$ cat src/rtl/bcd_scan_display.sv
// Multiplexed BCD-to-7-segment scanner with a shadow register and registered led/an/frame_done outputs.
// Optional: define LEADING_ZERO_BLANK_EN to blank leading zeros; digit 0 is never blanked.
module bcd_scan_display #(
   parameter int unsigned NUM_DIGITS = 4,
   parameter int unsigned PRESCALE   = 1000
) (
   input  logic                    clk,
   input  logic                    rst_n,
   input  logic                    en,
   input  logic                    load,
   input  logic [4*NUM_DIGITS-1:0] bcd,
   output logic [7:1]              led,
   output logic [NUM_DIGITS-1:0]   an,
   output logic                    frame_done
);

   localparam int unsigned IDX_W = (NUM_DIGITS > 1) ? $clog2(NUM_DIGITS) : 1;
   localparam int unsigned PSC_W = (PRESCALE > 1) ? $clog2(PRESCALE) : 1;
   localparam int unsigned BCD_W = 4 * NUM_DIGITS;
   localparam logic [IDX_W-1:0] IDX_LAST = IDX_W'(NUM_DIGITS - 1);
   localparam logic [PSC_W-1:0] PSC_LAST = PSC_W'(PRESCALE - 1);

   logic [BCD_W-1:0]      shadow;
   logic [PSC_W-1:0]      psc, psc_next;
   logic [IDX_W-1:0]      idx, idx_next;
   logic                  slot_end, frame_end;
   logic [3:0]            cur_digit, dig;
   logic                  cur_blank;
   logic [NUM_DIGITS-1:0] an_next;
   logic [6:0]            seg_next;
`ifdef LEADING_ZERO_BLANK_EN
   logic                  zero_above;
`endif

   // Segment pattern {a,b,c,d,e,f,g}; values 10-15 show a dash.
   function automatic logic [6:0] seg7(input logic [3:0] d);
      logic [6:0] s;
      case (d)
         4'd0:    s = 7'b1111110;
         4'd1:    s = 7'b0110000;
         4'd2:    s = 7'b1101101;
         4'd3:    s = 7'b1111001;
         4'd4:    s = 7'b0110011;
         4'd5:    s = 7'b1011011;
         4'd6:    s = 7'b1011111;
         4'd7:    s = 7'b1110000;
         4'd8:    s = 7'b1111111;
         4'd9:    s = 7'b1111011;
         default: s = 7'b0000001;
      endcase
      return s;
   endfunction

   // Prescaler and digit index advance.
   always_comb begin
      slot_end  = (psc == PSC_LAST);
      frame_end = slot_end && (idx == IDX_LAST);
      psc_next  = slot_end ? '0 : psc + PSC_W'(1);
      idx_next  = idx;
      if (slot_end) begin
         idx_next = (idx == IDX_LAST) ? '0 : idx + IDX_W'(1);
      end
   end

   // Select the current digit and anode; walk from the top digit down to track leading zeros.
   always_comb begin
      cur_digit = '0;
      cur_blank = 1'b0;
      an_next   = '1;
      dig       = '0;
`ifdef LEADING_ZERO_BLANK_EN
      zero_above = 1'b1;
`endif
      for (int i = int'(NUM_DIGITS) - 1; i >= 0; i--) begin
         dig = shadow[4*i +: 4];
         if (idx == IDX_W'(i)) begin
            cur_digit  = dig;
            an_next[i] = 1'b0;
`ifdef LEADING_ZERO_BLANK_EN
            cur_blank  = zero_above && (dig == 4'd0) && (i != 0);
`endif
         end
`ifdef LEADING_ZERO_BLANK_EN
         zero_above = zero_above && (dig == 4'd0);
`endif
      end
      seg_next = cur_blank ? 7'b0000000 : seg7(cur_digit);
   end

   // Shadow capture: all digits update together.
   always_ff @(posedge clk or negedge rst_n) begin
      if (!rst_n) begin
         shadow <= '0;
      end else if (load) begin
         shadow <= bcd;
      end
   end

   // Scan state and registered display outputs.
   always_ff @(posedge clk or negedge rst_n) begin
      if (!rst_n) begin
         psc        <= '0;
         idx        <= '0;
         led        <= '0;
         an         <= '1;
         frame_done <= 1'b0;
      end else if (!en) begin
         psc        <= '0;
         idx        <= '0;
         led        <= '0;
         an         <= '1;
         frame_done <= 1'b0;
      end else begin
         psc        <= psc_next;
         idx        <= idx_next;
         led        <= seg_next;
         an         <= an_next;
         frame_done <= frame_end;
      end
   end

endmodule

$ cat config.mk
export PLATFORM = sky130hd
export DESIGN_NAME = bcd_scan_display
export DESIGN_NICKNAME = d
export VERILOG_FILES = /design/src/rtl/bcd_scan_display.sv
export SDC_FILE = /design/constraint.sdc
export NUM_CORES = 1
export LEC_CHECK = 0
export CAP_MARGIN = 10
export CELL_PAD_IN_SITES_DETAIL_PLACEMENT = 0
export CELL_PAD_IN_SITES_GLOBAL_PLACEMENT = 2
export CORE_MARGIN = 2
export CORE_UTILIZATION = 37
export DETAILED_ROUTE_END_ITERATION = 12
export PLACE_DENSITY_LB_ADDON = 0.2
export REMOVE_ABC_BUFFERS = 1
export SETUP_SLACK_MARGIN = 0.5
export SYNTH_ARGS = -nofsm -noshare
export SYNTH_HDL_FRONTEND = slang
export SYNTH_SLANG_ARGS = --single-unit
$ cat constraint.sdc
create_clock -name clk -period 6.3 [get_ports clk]
set_input_delay 1.26 -clock clk [delete_from_list [all_inputs] [get_ports clk]]
set_output_delay 1.26 -clock clk [all_outputs]
set_load 0.005 [all_outputs]
* After elaboration in Yosys (flattened, before gate mapping)
Memories as Yosys holds them, arrays and structs flattened.
Index checks and enable logic that the tools add are counted.
** Operators by class
- Add/subtract/negate cells :: 2
- Reduce and logical (&&, ||, !) cells :: 2
- Mux-type cells :: 16
- Divide/modulo/power cells :: 0
- $mul :: 0
- Shifts and indexed selects :: 0
- Bitwise gates (word level) :: 0
- Equal/unequal tests :: 5
- $lt $le $gt $ge :: 0
** Operator list (number)
- 10-bit 2-to-1 mux :: 2
- 4-bit 2-to-1 mux :: 5
- 10-bit by 1-bit adder with 10-bit output (second input constant) :: 1
- 10-bit == test (second input constant) :: 1
- 7-bit 2-to-1 mux :: 1
- 2-bit 2-to-1 mux :: 3
- 1-bit 2-to-1 mux :: 5
- 2-bit == test (second input constant) :: 2
- 2-bit by 1-bit adder with 2-bit output (second input constant) :: 1
- 2-bit by 1-bit == test with 1-bit output (second input constant) :: 1
- 2-bit zero test :: 1
- 2-bit by 1-bit inequality test with 1-bit output (second input constant) :: 1
- 1-bit logical AND :: 1
** Storage, ports and cells
- Register bits after elaboration :: 40
- Memories :: 1
- RAM bits :: 0
- Bits in read-only memories :: 112
- Output and inout bits :: 12
- Logic and storage cells :: 32
- Latch bits :: 0
- Bits of input ports :: 20
** Memories
- (no name shown) :: words 16, width 7, read ports 1, clocked after memory_dff 0, write ports 0, RTL line 38 : case (d)

* Logic depth before layout (Yosys ltp)
Gate-level depths: netlist of the first run.
An unclocked memory read counts as a cell.
- Depth in word-level cells :: 7
- Mapped depth :: 11
- Depth with buffers taken out :: 10

* Worst setup path before layout of the first run
No wires, ideal clock.
- Path kind :: in2reg
- From :: input load
- To :: register shadow[10]
- Path buffers :: 2
- Stages on the path :: 3
- Arrival time :: 2228 ps
- Path slack :: 3947 ps
- Library setup time :: 125 ps
- Data required time :: 6175 ps
- Path through :: clkbuf_1 -> buf_1 -> mux2_2
** RTL lines
- start, declared :: RTL line 10 : input logic load,
- end signal, assigned :: RTL line 93 : shadow <= '0;
- end signal, assigned :: RTL line 95 : shadow <= bcd;
- end, declared :: RTL line 23 : logic [BCD_W-1:0] shadow;
No word-level cell between the ends.

* Worst setup path after layout of the first run
- From :: register idx[0]
- To :: register led[3] (netlist bit)
** Between the ends
- Longest elaborated chain between the ends :: 7
- Elaborated cells on any way between the ends :: 10
- Classes of those cells :: eq/ne: 3; mux: 5; reduce/logical: 1; memory: 1
** Ends and longest elaborated chain
- start, declared :: RTL line 25 : logic [IDX_W-1:0] idx, idx_next;
- start signal, assigned :: RTL line 115 : idx <= idx_next;
- 2-bit == test :: RTL line 76 : if (idx == IDX_W'(i)) begin
- 4-bit 2-to-1 mux (3 in series) :: RTL line 76
- 4-bit 2-to-1 mux (*) :: RTL line 76
- memory 16 x 7 bit (*)
- 7-bit 2-to-1 mux (*) :: RTL line 107 : end else if (!en) begin
- end signal, assigned :: RTL line 116 : led <= seg_next;
- end, declared :: RTL line 12 : output logic [7:1] led,
Every way passes the cells marked *; elsewhere a longest branch is shown, timed or not.
A chain may end at the register's enable or synchronous reset.

==> results of run 1 <==
-- final cells by class --
type	instances	area [um^2]
fillers	486	2670
flip-flops and latches	40	1010
multi-input cells	113	881
repair buffers	31	305
clock buffers	7	96.3
well taps	70	87.6
clock inverters	1	30.0
inverters	8	30.0
-- cells in the final DEF, fill, tap and decap left out, drive strengths merged, types with 5 or more instances in the layout --
master	count
nand2	13
inv	7
ha	10
xnor2	5
clkdlybuf4s50	30
nor2	14
a21oi	5
mux2	17
clkbuf	7
dfrtp	36
-- cell families after synthesis --
| family | after synthesis |
|---|---|
| flip-flops | 40 |
| buffers and inverters | 14 |
| AND/OR/NAND/NOR | 49 |
| adder cells (fa/ha/maj) | 10 |
| multiplexers | 20 |
| AO/OA/AOI/OAI | 25 |
| XOR/XNOR | 9 |
-- path summary, 6_finish.rpt --
check	slack, ps	from	end	cells past startpoint
max	3680	idx[0]$_DFFE_PN0P_	led[3]$_DFF_PN0_	8
min	480	psc[0]$_DFF_PN0_	psc[0]$_DFF_PN0_	1
max reg2reg	3680	idx[0]$_DFFE_PN0P_	led[3]$_DFF_PN0_	8
min reg2reg	480	psc[0]$_DFF_PN0_	psc[0]$_DFF_PN0_	1
max in group asynchronous	4670	rst_n	shadow[4]$_DFFE_PN0P_	1
min in group asynchronous	1080	rst_n	psc[7]$_DFF_PN0_	1
-- layer usage --
layer | vias up | GRT usage [%] | share of wire, % | routed length, um
li1 | 650 | - | - | -
met1 | 662 | 15.9 | 44 | 1650
met2 | 34 | 24.2 | 50 | 1870
met3 | 6 | 4.12 | 4.1 | 154
met4 | 0 | 4.55 | 1.3 | 50
met5 | - | 0 | 0 | 0
-- power breakdown --
part | leakage, nW | switching, mW | internal [mW]
clock | 0.0645 | 0.0845 | 0.140
combinational | 0.489 | 0.0328 | 0.0428
sequential | 0.499 | 0.00892 | 0.274
-- flip-flops by register name (all words and copies together), names as in the netlist --
register and count:
idx 2, an 4, shadow 16, frame_done 1, led 7, psc 10
==> results by group, run 1 <==
Run status
  – Run status: complete, no violations

Clock tree
  – Reg clk slew, reported paths: ~80 ps
  – CTS root buf: clkbuf_8
  – PostCTS Resize Cnt: 0
  – Worst-Skew Late Latency: 290 ps
  – CTS Buffer Depth: 2
  – Clock sink count: 40
  – CTS tree: done
  – CTS Hold Bufs: 0
  – H-Tree Depth: 2
  – Post CTS Setup Buffer Count: 0
  – Total CTS buffers: 5

Timing
  – Clock Skew: 3.82 ps
  – Final setup viols: 0
  – Setup TNS Final: 0 ps
  – Slew HR: 42.1%
  – RSZ-0062 raised after global routing: no
  – Fmax: ~0.38 GHz
  – Final period util: between 40% and 50%
  – WHS: 480 ps
  – Least-Margin Pin Slew: roughly 870 ps
  – PnR worst setup slack: 3680 ps
  – Max Slew Vio Count: 0
  – Fin crit period: 2620 ps
  – Final number of hold-violating endpoints: 0

Worst setup path
  – Crit. End Element: flop
  – Critical Path Start Type: flop
  – Slowest stage delay, CP: 470 ps
  – CP required: 6460 ps
  – Crit path cell chain: inv_1 -> ha_1 -> and3b_1 -> a2111oi_4 -> nor2_1 -> ha_1 -> and2_1 -> o311a_1
  – Critical Path AT: 2780 ps
  – Critical path fanouts, max: 9
  – CP max stage cell: a2111oi_4
  – Crit-path most repeated cell: ha_1
  – Cell family with most CP delay: compound AO/OA/AOI/OAI gates
  – CP bufs+invs: 1
  – Critical path type: flop to flop

Logic synthesis
  – Mean Syn Cell Area: 11.7 um^2
  – Synth cell types: 43
  – Number of flops mapped to enable cells by yosys: 0
  – Cells after Synth: roughly 170
  – Asr flop ratio synth: 100%
  – Largest family of logic cells by synthesized area: simple AND/OR/NAND/NOR gates
  – Cell taking the most area after synthesis: dfrtp_1
  – Commonest cells in the netlist: 36 x dfrtp_1, 16 x mux2_2, 14 x nor2_1
  – Post-synth top flop: dfrtp_1
  – #FFs+latches synth: 40
  – Sequential area share after synthesis: 51.3%
  – Compound-Gate Fraction of Synth Area: 10.5%
  – Xor/xnor cell area share of the yosys netlist: 4.02%
  – Most common cell in the synthesized netlist: dfrtp_1
  – Mux cell area share after synthesis: 11.5%
  – Synth area leaders: dfrtp_1 46%, mux2_2 9.2%, ha_1 6.4%
  – Adder-Cell Fraction of Synth Area: 6.39%
  – Post-synth top area share: 46.0%
  – Synth Area in Simple Gates: 12.5%
  – Netlist Area Pre-Place: between 1500 and 2000 um^2
  – Synth warnings: 0

Floorplan
  – Die Height: 76.8 um
  – Chip width: 76.8 um
  – Total core area: 5110 um^2
  – Site Rows: 26
  – Ports: 32
  – Initial Util: 38.4%
  – Die area: 5890 um^2

Routing
  – 1st-pass router iterations: 4
  – Total Wirelength: 3720 um
  – DRC viols: 0
  – Via count: 1352
  – Initial DRC Count: 29
  – Avg WL per Cell: approximately 14 um
  – Routed vias/inst: roughly 5.0
  – Routed Antenna Nets: 0

Run
  – Max-Cap Viols: 0

Placed design
  – Pre-CTS setup slack: 3530 ps
  – Port Buffer Count: 31
  – Detailed placement HPWL: about 2800 um
  – RD Place Congestion: roughly 0.76
  – Placed cell count: 262
  – Cell Area, Placed: 2310 um^2

Final layout
  – Layout area overhead: 24.3%
  – Post-Layout Cell Count: 270
  – Core Util, Final: 47.7%
  – Nets: 229
  – Diodes inserted: 0
  – Layout cells sized above 1: 16.5%
  – Final non-filler cell area: 2440 um^2

Power and ir drop
  – PwrDens: roughly 240 nW/um^2
  – VDD IR max: 96.3 uV
  – P_leak: 1.05 nW
  – Overall power: 0.583 mW

Global routing
  – Largest net degree at the start of global routing: 41
  – GRT Total Usage: 13.8%
  – GR Overflow Total: 0
  – Vias in the first global route: 1382
  – First-pass GRT wire length: 6450 um
  – Antenna violations before repair: 0

Min path
  – Min-delay worst type: flop to flop
Note: power is estimated with default switching activity, not from simulation.
==> run 2: changes to the inputs <==
CORE_UTILIZATION = 35   (was 37)
clock period = 2.43 ns   (was 6.3 ns; I/O delays follow)
==> run 2 against run 1 <==
Net effect: register-to-register slack got worse by 3300 ps; sequential cell count unchanged; power is 150% higher; routed wire length up 17%; worst hold slack worse by 160 ps; worst setup slack got worse by 3300 ps; clock-buffer cell count is 1 higher; global-route usage up 1.5 points; utilization is 1.8 points higher.
==> results by group, run 2 (synthesis results as in run 1) <==
Timing
  – PnR worst setup slack: 383 ps
  – Least-Margin Pin Slew: 911 ps
  – Fmax: 0.488 GHz
  – RSZ-0062 raised after global routing: yes
  – Max Slew Vio Count: 0
  – Final period util: 84.3%
  – Clock Skew: 7.49 ps
  – Final setup viols: 0
  – Setup TNS Final: 0 ps
  – Final number of hold-violating endpoints: 0
  – Slew HR: between 30% and 40%
  – Fin crit period: 2050 ps

Final layout
  – Max reg flops: 16
  – # fillers: 512
  – Diodes inserted: 0
  – Layout area overhead: 38.3%
  – Most frequent cells in the layout: 35 x dfrtp_1, 30 x clkdlybuf4s50_1, 18 x buf_4, 16 x mux2_2, 13 x nand2_1
  – Layout cells sized above 1: between 30% and 40%
  – Reg with most FFs: shadow
  – Top flop regs: shadow x16, psc x10, led x7
  – Nets: 250
  – Commonest non-fill, non-tap cell in the layout: dfrtp_1

Global routing
  – Largest net degree at the start of global routing: 41
  – GR Overflow Total: 0
  – Vias in the first global route: roughly 1.5k
  – Antenna violations before repair: 0
  – First-pass GRT wire length: between 7000 and 8000 um
  – GRT Total Usage: between 10% and 20%

Placed design
  – Port Buffer Count: 31
  – Pre-CTS setup slack: 96.0 ps
  – Detailed placement HPWL: 2990 um
  – RD Place Congestion: 0.784

Worst setup path
  – Crit. End Element: flop
  – Critical path type: flop to flop
  – CP required: between 2000 and 3000 ps
  – R2R Path End: led[3]$_DFF_PN0_
  – Critical path fanouts, max: 3
  – Critical Path AT: 2220 ps
  – Reg2Reg Setup Slack: 380 ps
  – Critical Path Start Type: flop
  – Worst-case reg-to-reg path depth: 8
  – Worst R2R Start: idx[0]$_DFFE_PN0P_

Clock tree
  – Worst-Skew Late Latency: 290 ps
  – CTS Buffer Depth: 2
  – Clock sink count: 40
  – CTS root buf: clkbuf_8
  – CTS tree: done
  – Reg clk slew, reported paths: 80 ps
  – Total CTS buffers: 5
  – H-Tree Depth: 2

Run status
  – Run status: complete, no violations

Power and ir drop
  – PwrDens: 537 nW/um^2
  – Overall power: ~1.5 mW
  – VDD IR max: 238 uV
  – P_leak: 1.14 nW

Floorplan
  – Die area: 6210 um^2
  – Total core area: 5470 um^2
  – Initial Util: 35.8%
  – Site Rows: 27
  – Chip width: approximately 79 um
  – Die Height: around 79 um
  – Ports: 32

Routing
  – Via count: 1430
  – Routed vias/inst: 4.88
  – DRC viols: 0
  – Routed Antenna Nets: 0
  – 1st-pass router iterations: 4
  – Avg WL per Cell: 14.8 um
  – Total Wirelength: 4350 um
  – Initial DRC Count: 36

Min path
  – Min-delay worst type: input port to async pin

Run
  – Max-Cap Viols: 0
[run 2: worst max-delay path by stage]
stage | startpoint | endpoint | slack [ps] | cells past startpoint
3_3_place_gp | idx[0]$_DFFE_PN0P_ | led[7]$_DFF_PN0_ | 210 | 8
4_1_cts | idx[1]$_DFFE_PN0P_ | led[3]$_DFF_PN0_ | 390 | 7
5_1_grt | idx[0]$_DFFE_PN0P_ | led[3]$_DFF_PN0_ | 290 | 9
2_1_floorplan | idx[0]$_DFFE_PN0P_ | led[3]$_DFF_PN0_ | 130 | 8
3_5_place_dp | idx[0]$_DFFE_PN0P_ | led[7]$_DFF_PN0_ | 100 | 8
6_report | idx[0]$_DFFE_PN0P_ | led[3]$_DFF_PN0_ | 380 | 8
[run 2: area by class of cell]
class	instances	area (um^2)	area share, %
inverter	8	32.5	1.20
multi-input combinational	113	1010	37.1
clock buffer	8	100	3.69
sequential	40	1010	37.2
timing repair buffer	52	474	17.5
tap	72	90.1	3.32
[run 2: timing repair]
| item | CTS | global route |
|---|---|---|
| resized for setup | 28 | 10 |
| pin swaps | 6 | 12 |
| setup buffers | 9 | 4 |
| hold buffers | 0 | 0 |
| endpoints found under the setup margin | 7 | 7 |
[run 2: power by group]
part	switching, mW	internal (mW)
combinational	0.103	0.139
sequential	0.0248	0.711
clock	0.220	0.259
total	0.348	1.11
[run 2: per-layer routing]
layer / track usage (%) / wire length, um / part of all wire (%) / up-vias
met2: 27.3 / 2330 / 54 / 31
met1: 17.2 / 1760 / 40 / 696
li1: - / - / - / 692
met5: 0 / 0 / 0 / -
met3: 3.75 / 127 / 2.9 / 11
met4: 6.55 / 130 / 3.0 / 0
[run 2: stage by stage]
| stage | cells | hold WS (ps) | instance area, um^2 | utilization, % |
|---|---|---|---|---|
| floorplan | 161 | 190 | 1920 | - |
| global placement | 272 | 462 | 2370 | 43.3 |
| detailed placement | 272 | 463 | 2370 | 43.3 |
| CTS | 289 | 346 | 2640 | 48.3 |
| global route | 293 | 388 | 2710 | 49.5 |
| finish | 293 | 317 | 2710 | 49.5 |
[run 2: worst max-delay path: stages (launching register included)]
cell and delay [ps]:
dfrtp_1 430, inv_2 90, ha_4 140, and3b_2 220, a2111oi_4 310, nor2_2 110, ha_4 180, and2_1 130
o311a_1 320
